==> src/rtl/mem_stage_ctrl.sv <==
// mem_stage_ctrl: MEM-stage controller. Runs loads and stores against a multi-cycle
// data memory through a req/ack handshake and holds the upstream pipeline with
// stall while an access is outstanding. Produces the registered MEM/WB payload.
//
// Optional feature: define MEM_TIMEOUT_EN to abort an access when dm_ack has not
// arrived within TIMEOUT WAIT cycles. The abort is reported as an exception.
//
// Ports:
//   clk, reset                 clock, asynchronous active-low reset
//   em_*                       EX/MEM pipeline register outputs
//   dm_req/we/addr/wdata       data-memory request, held stable until the ack edge
//   dm_ack, dm_rdata           memory completion pulse and read data
//   stall                      combinational hold for the IF/ID, ID/EX and EX/MEM enables
//   mw_*                       registered MEM/WB payload (mw_exc = misaligned or aborted)
module mem_stage_ctrl #(
    parameter int unsigned ADDR_W  = 32,
    parameter int unsigned DATA_W  = 32,
    parameter int unsigned TIMEOUT = 16
) (
    input  logic              clk,
    input  logic              reset,
    input  logic              em_mem_read,
    input  logic              em_mem_write,
    input  logic              em_reg_write,
    input  logic              em_mem_to_reg,
    input  logic [31:0]       em_alu_result,
    input  logic [31:0]       em_store_data,
    input  logic [4:0]        em_rd,
    output logic              dm_req,
    output logic              dm_we,
    output logic [ADDR_W-1:0] dm_addr,
    output logic [DATA_W-1:0] dm_wdata,
    input  logic              dm_ack,
    input  logic [DATA_W-1:0] dm_rdata,
    output logic              stall,
    output logic              mw_reg_write,
    output logic              mw_mem_to_reg,
    output logic [31:0]       mw_alu_result,
    output logic [31:0]       mw_mem_data,
    output logic [4:0]        mw_rd,
    output logic              mw_exc
);

    localparam int unsigned XLEN = 32;

    typedef enum logic [0:0] {
        S_IDLE = 1'b0,
        S_WAIT = 1'b1
    } state_t;

    // A zero timeout would abort before the first WAIT cycle completes.
    if (TIMEOUT == 0) begin : g_timeout_invalid
        logic cfg_invalid;
        assign cfg_invalid = 1'b1;
    end

    state_t state;
    state_t state_nxt;

    logic            is_mem;
    logic            is_store;
    logic            is_load;
    logic            aligned;
    logic            stall_int;
    logic            mw_load;
    logic            mw_exc_nxt;
    logic [XLEN-1:0] mw_data_nxt;
    logic            dm_start;
    logic            dm_done;
    logic            timeout_hit;

    // Both read and write set is treated as a store.
    assign is_mem   = em_mem_read | em_mem_write;
    assign is_store = em_mem_write;
    assign is_load  = em_mem_read & ~em_mem_write;
    assign aligned  = (em_alu_result[1:0] == 2'b00);

`ifdef MEM_TIMEOUT_EN
    localparam int unsigned CNT_W = $clog2(TIMEOUT + 1);

    logic [CNT_W-1:0] to_cnt;

    // Count WAIT cycles without ack; cleared on every entry to WAIT.
    always_ff @(posedge clk or negedge reset) begin
        if (!reset) begin
            to_cnt <= '0;
        end else if (dm_start) begin
            to_cnt <= '0;
        end else if (state == S_WAIT && !dm_ack) begin
            to_cnt <= to_cnt + CNT_W'(1);
        end
    end

    assign timeout_hit = (state == S_WAIT) && !dm_ack && (to_cnt == CNT_W'(TIMEOUT - 1));
`else
    assign timeout_hit = 1'b0;
`endif

    // State register.
    always_ff @(posedge clk or negedge reset) begin
        if (!reset) begin
            state <= S_IDLE;
        end else begin
            state <= state_nxt;
        end
    end

    // Next state, stall and MEM/WB capture decisions.
    always_comb begin
        state_nxt   = state;
        stall_int   = 1'b0;
        mw_load     = 1'b0;
        mw_exc_nxt  = 1'b0;
        mw_data_nxt = '0;
        dm_start    = 1'b0;
        dm_done     = 1'b0;
        case (state)
            S_IDLE: begin
                if (is_mem && aligned) begin
                    stall_int = 1'b1;
                    dm_start  = 1'b1;
                    state_nxt = S_WAIT;
                end else begin
                    // Non-memory op, or misaligned access which never reaches memory.
                    mw_load    = 1'b1;
                    mw_exc_nxt = is_mem;
                end
            end
            S_WAIT: begin
                stall_int = ~dm_ack;
                if (dm_ack) begin
                    mw_load     = 1'b1;
                    mw_data_nxt = is_load ? XLEN'(dm_rdata) : '0;
                    dm_done     = 1'b1;
                    state_nxt   = S_IDLE;
                end else if (timeout_hit) begin
                    stall_int  = 1'b0;
                    mw_load    = 1'b1;
                    mw_exc_nxt = 1'b1;
                    dm_done    = 1'b1;
                    state_nxt  = S_IDLE;
                end
            end
            default: begin
                state_nxt = S_IDLE;
            end
        endcase
    end

    // Reset forces the hold off even though the EX/MEM inputs may still show an access.
    assign stall = stall_int & reset;

    // Memory request registers; launched on the IDLE->WAIT edge, held until completion.
    always_ff @(posedge clk or negedge reset) begin
        if (!reset) begin
            dm_req   <= 1'b0;
            dm_we    <= 1'b0;
            dm_addr  <= '0;
            dm_wdata <= '0;
        end else if (dm_start) begin
            dm_req   <= 1'b1;
            dm_we    <= is_store;
            dm_addr  <= ADDR_W'(em_alu_result);
            dm_wdata <= DATA_W'(em_store_data);
        end else if (dm_done) begin
            dm_req <= 1'b0;
            dm_we  <= 1'b0;
        end
    end

    // MEM/WB payload register; an exception suppresses the register-file write.
    always_ff @(posedge clk or negedge reset) begin
        if (!reset) begin
            mw_reg_write  <= 1'b0;
            mw_mem_to_reg <= 1'b0;
            mw_alu_result <= '0;
            mw_mem_data   <= '0;
            mw_rd         <= '0;
            mw_exc        <= 1'b0;
        end else if (mw_load) begin
            mw_reg_write  <= em_reg_write & ~mw_exc_nxt;
            mw_mem_to_reg <= em_mem_to_reg;
            mw_alu_result <= em_alu_result;
            mw_mem_data   <= mw_data_nxt;
            mw_rd         <= em_rd;
            mw_exc        <= mw_exc_nxt;
        end
    end

endmodule

==> config.mk <==
export PLATFORM = sky130hd
export DESIGN_NAME = mem_stage_ctrl
export DESIGN_NICKNAME = d
export VERILOG_FILES = /design/src/rtl/mem_stage_ctrl.sv
export SDC_FILE = /design/constraint.sdc
export NUM_CORES = 1
export LEC_CHECK = 0
export CORE_ASPECT_RATIO = 1.2
export CORE_MARGIN = 2
export CORE_UTILIZATION = 45
export CTS_BUF_LIST = sky130_fd_sc_hd__clkbuf_8
export DETAILED_ROUTE_END_ITERATION = 6
export GPL_TIMING_DRIVEN = 0
export HOLD_SLACK_MARGIN = 0.05
export PLACE_DENSITY = 0.95
export RECOVER_POWER = 100
export SETUP_SLACK_MARGIN = 0.3
export SLEW_MARGIN = 20
export SYNTH_ARGS = -nofsm -noshare
export SYNTH_HDL_FRONTEND = slang
export SYNTH_SLANG_ARGS = --single-unit
==> constraint.sdc <==
create_clock -name clk -period 4.2 [get_ports clk]
set_input_delay 0.42 -clock clk [delete_from_list [all_inputs] [get_ports clk]]
set_output_delay 0.42 -clock clk [all_outputs]
set_load 0.05 [all_outputs]
==> summary.md, run 1 <==
| Metric | Value |
|---|---|
| Post-layout util | around 74% |
| Non-filler instance count after layout | about 750 |
| WL final | between 10 and 15 mm |
| Placed Instances | roughly 700 |
| Req. time, crit path | about 3.8 ns |
| Number of setup violations in the final report | 0 |
| Least-Margin Pin Slew | 0.7403 ns |
| Detailed placer's ending HPWL | slightly above 10 mm |
| CTS Sinks | approximately 140 |
| Crit Path Class | input pin to primary output |
| CTS tree | built |
| Overall global routing resource usage | 22.58% |
| Logic gate share of total power | 34.3% |
| Net Count, Synth | between 400 and 500 |
| Final #Nets | slightly below 700 |
| PwrDens | 528.4 nW/µm² |
| Initial antenna violation count | 0 |
| Maxcap violations | 0 |
| Worst hold slack | between 0.4 and 0.5 ns |
| P_sw | ~1.6 mW |
| Largest net degree at the start of global routing | 73 |
| Status | finished, final reports clean |
| Clock power share | 28.2% |
| Final Max Tran Viols | 0 |
| Routability cong. | around 0.77 |
| Register clock-pin slew on the reported worst setup and hold paths | ~0.070 ns |
| Reg area | between 3000 and 4000 µm² |
| WP data arrival | about 3.1 ns |
| Final worst slack | ~0.65 ns |
| Multi-input gate area | about 1600 µm² |
| Vias in the first global route | around 4100 |
| Post-Syn Area | 5171 µm² |
| Synth-to-Final Area Change | 59.86% |
| Min-Delay Path Class | flip-flop to flip-flop |
| DRT iter0 DRCs | 63 |
| LEAKAGE | about 3.6 nW |
| Distinct cells, synth | 23 |
| # DRC | 0 |
| DRT antenna net count | 0 |
| ANT cells | 0 |
| Post-Synthesis Cells | approximately 310 |
| CTS Root Cell | clkbuf_8 |
| Max VDD drop | between 300 and 400 µV |
| Internal power | about 2.8 mW |
| CP Launch Type | input pin |
| Die height | ~120 µm |
| TritonCTS Buffers | 17 |
| Sw Ratio | a little over a third |
| Syn_area_per_cell | about 17 µm² |
| Hold Violations, Final | 0 |
| Fin crit period | 3.549 ns |
| Total die area | between 10000 and 15000 µm² |
| Achievable clock frequency | 281.8 MHz |
| DIE WIDTH | 101.9 µm |
| Grt total ovfl | 0 |
| Postcts setup bufs | 0 |
| I/O pins | between 200 and 250 |
| Clock skew | 0.01246 ns |
| Yosys warns | 0 |
| Relative slew slack | between 50 and 60% |
| Fillers | 709 |
| Core ar. | 11140 µm² |
| CP max FO | 10 |
| Post-DR vias/cell | 4.979 |
| Design Power | about 4.4 mW |
| Sequential area share after synthesis | 67.26% |
| H-tree depth | 4 |
| Critical Path End Type | primary output |
| Post-Place Worst Slack | between 0.9 and 1 ns |
| Share of layout cells above drive strength 1 | about a fifth |
| Row cnt | 42 |
| Clk_lat worst skew | 0.42 ns |
| DR vias | 3719 |
| Starting Density | a little under half |
| Fin crit share | between 80% and 90% |
| Wire length per cell | approximately 18 µm |
| I/O Buffers | between 200 and 250 |
| TritonRoute pass-1 iters | 4 |
| Seq pwr share | approximately 38% |
| CTS max path bufs | 2 |
| Flops & latches, synth | between 100 and 150 |
| RSZ-0062 raised after global routing | no |
| First-pass GRT wire length | 21.09 mm |
## final cells by class
class                   count  share of cell area [%]
plain buffers              17                  0.8022
clock buffers              22                   3.663
clock inverters            10                   1.952
multi-input cells         157                   18.87
flip-flops and latches    139                   42.08
well taps                 154                   2.331
repair buffers            248                   30.30
## critical path: stages
cell and delay, ns:
dlygate4sd3_1 0.62, o21bai_1 0.18, o21ai_4 0.38, clkbuf_1 0.46, and2_1 0.19, dlygate4sd3_1 0.86
## stage by stage
step / setup TNS (ns) / cell area, µm²
floorplan: 0 / 5171
global placement: -328.83 / 7826
detailed placement: 0 / 7859
CTS: 0 / 8333
global route: 0 / 8267
finish: 0 / 8267
## timing repair
item,in CTS,in global routing
resized for setup,0,0
hold buffers,1,0
setup endpoints to repair,0,0
hold endpoints to repair,71,0
## synth_stat cells (all sizes together)
| cell | count | share of area [%] |
|---|---|---|
| nor3b | 1 | 0.15 |
| or2 | 1 | 0.12 |
| o21ai | 3 | 0.51 |
| dfrtp | 139 | 67 |
| nand2b | 1 | 0.12 |
| nand3b | 1 | 0.15 |
| a21o | 1 | 0.15 |
| and2 | 1 | 0.12 |
| nor2b | 3 | 0.36 |
| nand2 | 3 | 0.22 |
| or3b | 1 | 0.17 |
| a22oi | 2 | 0.29 |
| a22o | 34 | 5.8 |
| mux2i | 1 | 0.19 |
| nor2 | 4 | 0.29 |
| buf | 17 | 2.5 |
| mux2 | 98 | 21 |
| a21oi | 1 | 0.097 |
| o21bai | 1 | 0.22 |
## kinds of logic (layout without fill, tap and decap cells)
kind of cell,after synthesis,in the layout,synth area share (%)
mux,99,99,21.53
buf+inv,17,297,2.492
simple gates,16,16,1.694
compound gates,42,42,7.017
flops,139,139,67.26
## per-layer routing
metal | vias to the layer above | track usage (%) | part of all wire (%)
met5 | - | 0 | 0
met4 | 0 | 7.833 | 2.0
met3 | 22 | 8.871 | 9.8
met2 | 182 | 39.97 | 52
met1 | 1838 | 24.21 | 36
li1 | 1677 | - | -
## worst paths after layout
path                                   from           endpoint  slack [ns]  cells after the start
worst max-delay path            em_mem_read              stall        0.65                      6
worst min-delay path                 dm_req             dm_req        0.47                      1
worst max register to register        state        dm_wdata[0]        1.76                      5
worst min register to register       dm_req             dm_req        0.47                      1
max in group asynchronous             reset  mw_alu_result[25]        2.94                      3
min in group asynchronous             reset    mw_mem_data[21]        0.55                      2
## layout by cell type, fill, tap and decap left out
cell / netlist / layout
a22o_1: 34 / 34
a22oi_1: 2 / 2
clkbuf_1: 0 / 15
nor2_1: 4 / 4
clkinvlp_4: 0 / 2
buf_8: 0 / 1
mux2_2: 82 / 82
o21bai_1: 0 / 1
dlygate4sd3_1: 0 / 142
mux2_1: 16 / 16
buf_16: 0 / 1
nand2_1: 3 / 3
o21ai_4: 1 / 1
clkinv_2: 0 / 1
dfrtp_1: 139 / 139
or3b_2: 1 / 1
nor3b_1: 1 / 1
nand2b_1: 1 / 1
clkinv_4: 0 / 1
nand3b_1: 1 / 1
inv_6: 0 / 1
mux2i_1: 1 / 1
or2_1: 1 / 1
a21o_1: 1 / 1
nor2b_1: 3 / 3
and2_1: 1 / 1
inv_1: 0 / 1
buf_2: 7 / 2
o21ai_0: 2 / 2
a21oi_1: 1 / 1
clkdlybuf4s50_1: 0 / 104
clkbuf_8: 0 / 22
bufinv_16: 0 / 4
## power groups by stage
stage	combinational (mW)	sequential, mW	clock [mW]
final	1.50	1.64	1.23
after global routing	1.55	1.67	1.32
after CTS	1.60	1.65	1.26
after detailed placement	1.59	1.67	0
after global placement	1.56	1.66	0
after floorplan	0.243	2.38	0
Power figures use the tool's default switching activity.
==> inputs of run 2 (changes only) <==
- CORE_UTILIZATION: 45 -> 38
- PLACE_DENSITY: 0.95 -> 0.87
- clock period: 4.2 -> 3 ns (I/O delays scaled with it)
==> run 2 against run 1 <==
  * The flow now finishes with violations (max-capacitance violations, max-slew violations)
  * Sequential cell count unchanged
  * Global-route usage shrank 3.3 points
  * Critical path depth is 1 lower
  * Die area rose by 18%
  * Sequential power is 40% higher
  * Cell count grew 2.1%
  * Final area decreased by 0.86%
  * Total power increased by 35%
  * Core utilization down 12 points
  * Clock power rose by 21%
  * Critical path type is now flip-flop to primary output
  * Highest routed layer unchanged
==> summary.md, run 2 (synthesized netlist as in run 1, its figures left out) <==
| Metric | Value |
|---|---|
| Status | complete, but fails checks (was finished, final reports clean) |
| Violated checks | max-capacitance violations, max-slew violations |
| Fillers | 1050 (was 709) |
| Relative slew slack | -3.835% (was 50.54%) |
| Detailed placer's ending HPWL | 10.51 mm (was 10.30 mm) |
| Overall global routing resource usage | 19.25% (was 22.58%) |
| PwrDens | 717.0 nW/µm² (was 528.4 nW/µm²) |
| Fin crit period | roughly 2.5 ns |
| R2R Setup Slk | 0.55 ns (was 1.76 ns) |
| Req. time, crit path | 2.70 ns (was 3.78 ns) |
| I/O pins | 247 (unchanged) |
| Row cnt | 46 (was 42) |
| Final #Nets | 690 (was 688) |
| Clk_lat worst skew | 0.44 ns (was 0.42 ns) |
| CP Launch Type | flip-flop (was input pin) |
| CP max stage cell | clkbuf_1 (was dlygate4sd3_1) |
| DP Area | 7876 µm² (was 7859 µm²) |
| Total die area | 14560 µm² (was 12370 µm²) |
| Largest net degree at the start of global routing | 73 (unchanged) |
| CTS Root Cell | clkbuf_8 (unchanged) |
| Least-Margin Pin Slew | 1.558 ns (was 0.7403 ns) |
| CTS max path bufs | 2 (unchanged) |
| Highest routing layer actually used | met4 (unchanged) |
| Most common cell after layout, fill and taps aside | dlygate4sd3_1 (unchanged) |
| Initial antenna violation count | 0 (unchanged) |
| Fin crit share | between 80 and 90% |
| Launching point of the worst reg2reg path | state (unchanged) |
| Share of layout cells above drive strength 1 | 20.00% (was 20.07%) |
| Min-Delay Path Class | input pin to asynchronous set/reset pin (was flip-flop to flip-flop) |
| Clock skew | 0.01271 ns (was 0.01246 ns) |
| CTS tree | built (unchanged) |
| DRT antenna net count | 0 (unchanged) |
| Crit path max-delay family | buffers and inverters (unchanged) |
| Critical Path Start | state (was em_mem_read) |
| TritonRoute pass-1 iters | 4 (unchanged) |
| Register clock-pin slew on the reported worst setup and hold paths | 0.07 ns (about the same) |
| Starting Density | 39.06% (was 46.42%) |
| Core ar. | 13240 µm² (was 11140 µm²) |
| Commonest cells after routing, fill and taps aside | dlygate4sd3_1 (141), dfrtp_1 (139), clkdlybuf4s50_1 (104) (was dlygate4sd3_1 (142), dfrtp_1 (139), clkdlybuf4s50_1 (104)) |
| I/O Buffers | 246 (unchanged) |
| Reg area | 3478 µm² (unchanged) |
| # DRC | 0 (unchanged) |
| WL met3 | 1.024 mm (was 1.351 mm) |
| WL met1 | 4.976 mm (was 4.933 mm) |
| Critical path, cell by cell | o21bai_1, o21ai_4, buf_2, and2_1, clkbuf_1 (was dlygate4sd3_1, o21bai_1, o21ai_4, clkbuf_1, and2_1, dlygate4sd3_1) |
| ANT cells | 0 (unchanged) |
| TritonCTS Buffers | 17 (unchanged) |
| Number of setup violations in the final report | 0 (unchanged) |
| Grt total ovfl | 0 (unchanged) |
| WL final | 13.68 mm (was 13.81 mm) |
| LEAKAGE | 3.577 nW (was 3.631 nW) |
| Routability cong. | 0.8217 (was 0.7664) |
| Achievable clock frequency | a little under 400 MHz |
| Critical Path End Type | primary output (unchanged) |
| Vias in the first global route | 4173 (was 4085) |
| Design area | 8195 µm² (was 8267 µm²) |
| Synth-to-Final Area Change | 58.48% (was 59.86%) |
| RSZ-0062 raised after global routing | no (unchanged) |
| Multi-input gate area | 1560 µm² (unchanged) |
| Post-DR vias/cell | 4.865 (was 4.979) |
| CP peak stage delay | 0.47 ns (was 0.86 ns) |
| DR vias | 3712 (was 3719) |
| H-tree depth | 4 (unchanged) |
| CP max FO | 10 (unchanged) |
| Wire length per cell | 17.92 µm (was 18.48 µm) |
| Final Max Tran Viols | 73 (was 0) |
| Hold Violations, Final | 0 (unchanged) |
| Routed wl met2 | 7.276 mm (was 7.245 mm) |
| Max VDD drop | 412.7 µV (was 317.6 µV) |
| Crit Path Class | flip-flop to primary output (was input pin to primary output) |
| DIE WIDTH | 110.5 µm (was 101.9 µm) |
| Die height | 131.8 µm (was 121.4 µm) |
| Maxcap violations | 1 (was 0) |
| Worst hold slack | 0.3679 ns (was 0.4729 ns) |
| First-pass GRT wire length | 22.06 mm (was 21.09 mm) |
| Buf/Inv on CP | 2 (was 3) |
| CTS Sinks | 139 (unchanged) |
| DRT iter0 DRCs | 171 (was 63) |
| WP data arrival | 2.22 ns (was 3.13 ns) |
## run 2: routing by layer
metal | GRT usage, % | vias up
met5 | 0 | -
met4 | 8.889 | 0
met3 | 6.621 | 28
met2 | 34.22 | 157
met1 | 20.55 | 1856
li1 | - | 1671
## run 2: through the flow
step | power, mW | setup slack (ns) | util [%] | TNS, ns | instances
after floorplan | 3.673 | 1.184 | - | 0 | 313
after detailed placement | 4.570 | -0.01335 | 59.50 | -0.01335 | 728
after global placement | 4.512 | -3.607 | 59.25 | -479.80 | 727
final | 5.876 | 0.4759 | 61.91 | 0 | 763
after CTS | 6.096 | 0.3179 | 62.57 | 0 | 761
after global routing | 6.134 | 0.2641 | 61.91 | 0 | 763
## run 2: report_power, final
part | switching [mW] | internal (mW)
Clock | 0.731 | 0.762
Combinational | 1.38 | 0.715
Sequential | 0.137 | 2.15
## run 2: area by class of cell
class | count | share of cell area [%]
Sequential cell | 139 | 42.44
Timing Repair Buffer | 250 | 30.31
Multi-Input combinational cell | 157 | 19.04
Clock buffer | 18 | 3.023
Tap cell | 168 | 2.565
Clock inverter | 14 | 1.802
Buffer | 17 | 0.8244
## run 2: worst paths after layout
kind | to | cells after the start
hold / removal | dm_wdata[12] | 2
setup reg to reg | dm_wdata[1] | 5
max in group asynchronous | mw_alu_result[12] | 3
min in group clk | mw_mem_data[10] | 2
setup / recovery | stall | 5
hold reg to reg | dm_req | 1
## run 2: timing repair
action | 4_1_cts | 5_1_grt
endpoints found under the hold margin | 67 | 0
hold buffers | 1 | 0
gates resized for setup | 3 | 0
gates cloned | 0 | 0
pin swaps | 1 | 1
endpoints found under the setup margin | 1 | 1
setup buffers | 0 | 2
## run 2: worst reg2reg max path: stages, from the launching register on
cell and delay (ns):
dfrtp_1 0.46, o21bai_1 0.26, nor2_1 0.19, clkbuf_1 0.50
clkbuf_1 0.54, mux2_2 0.41
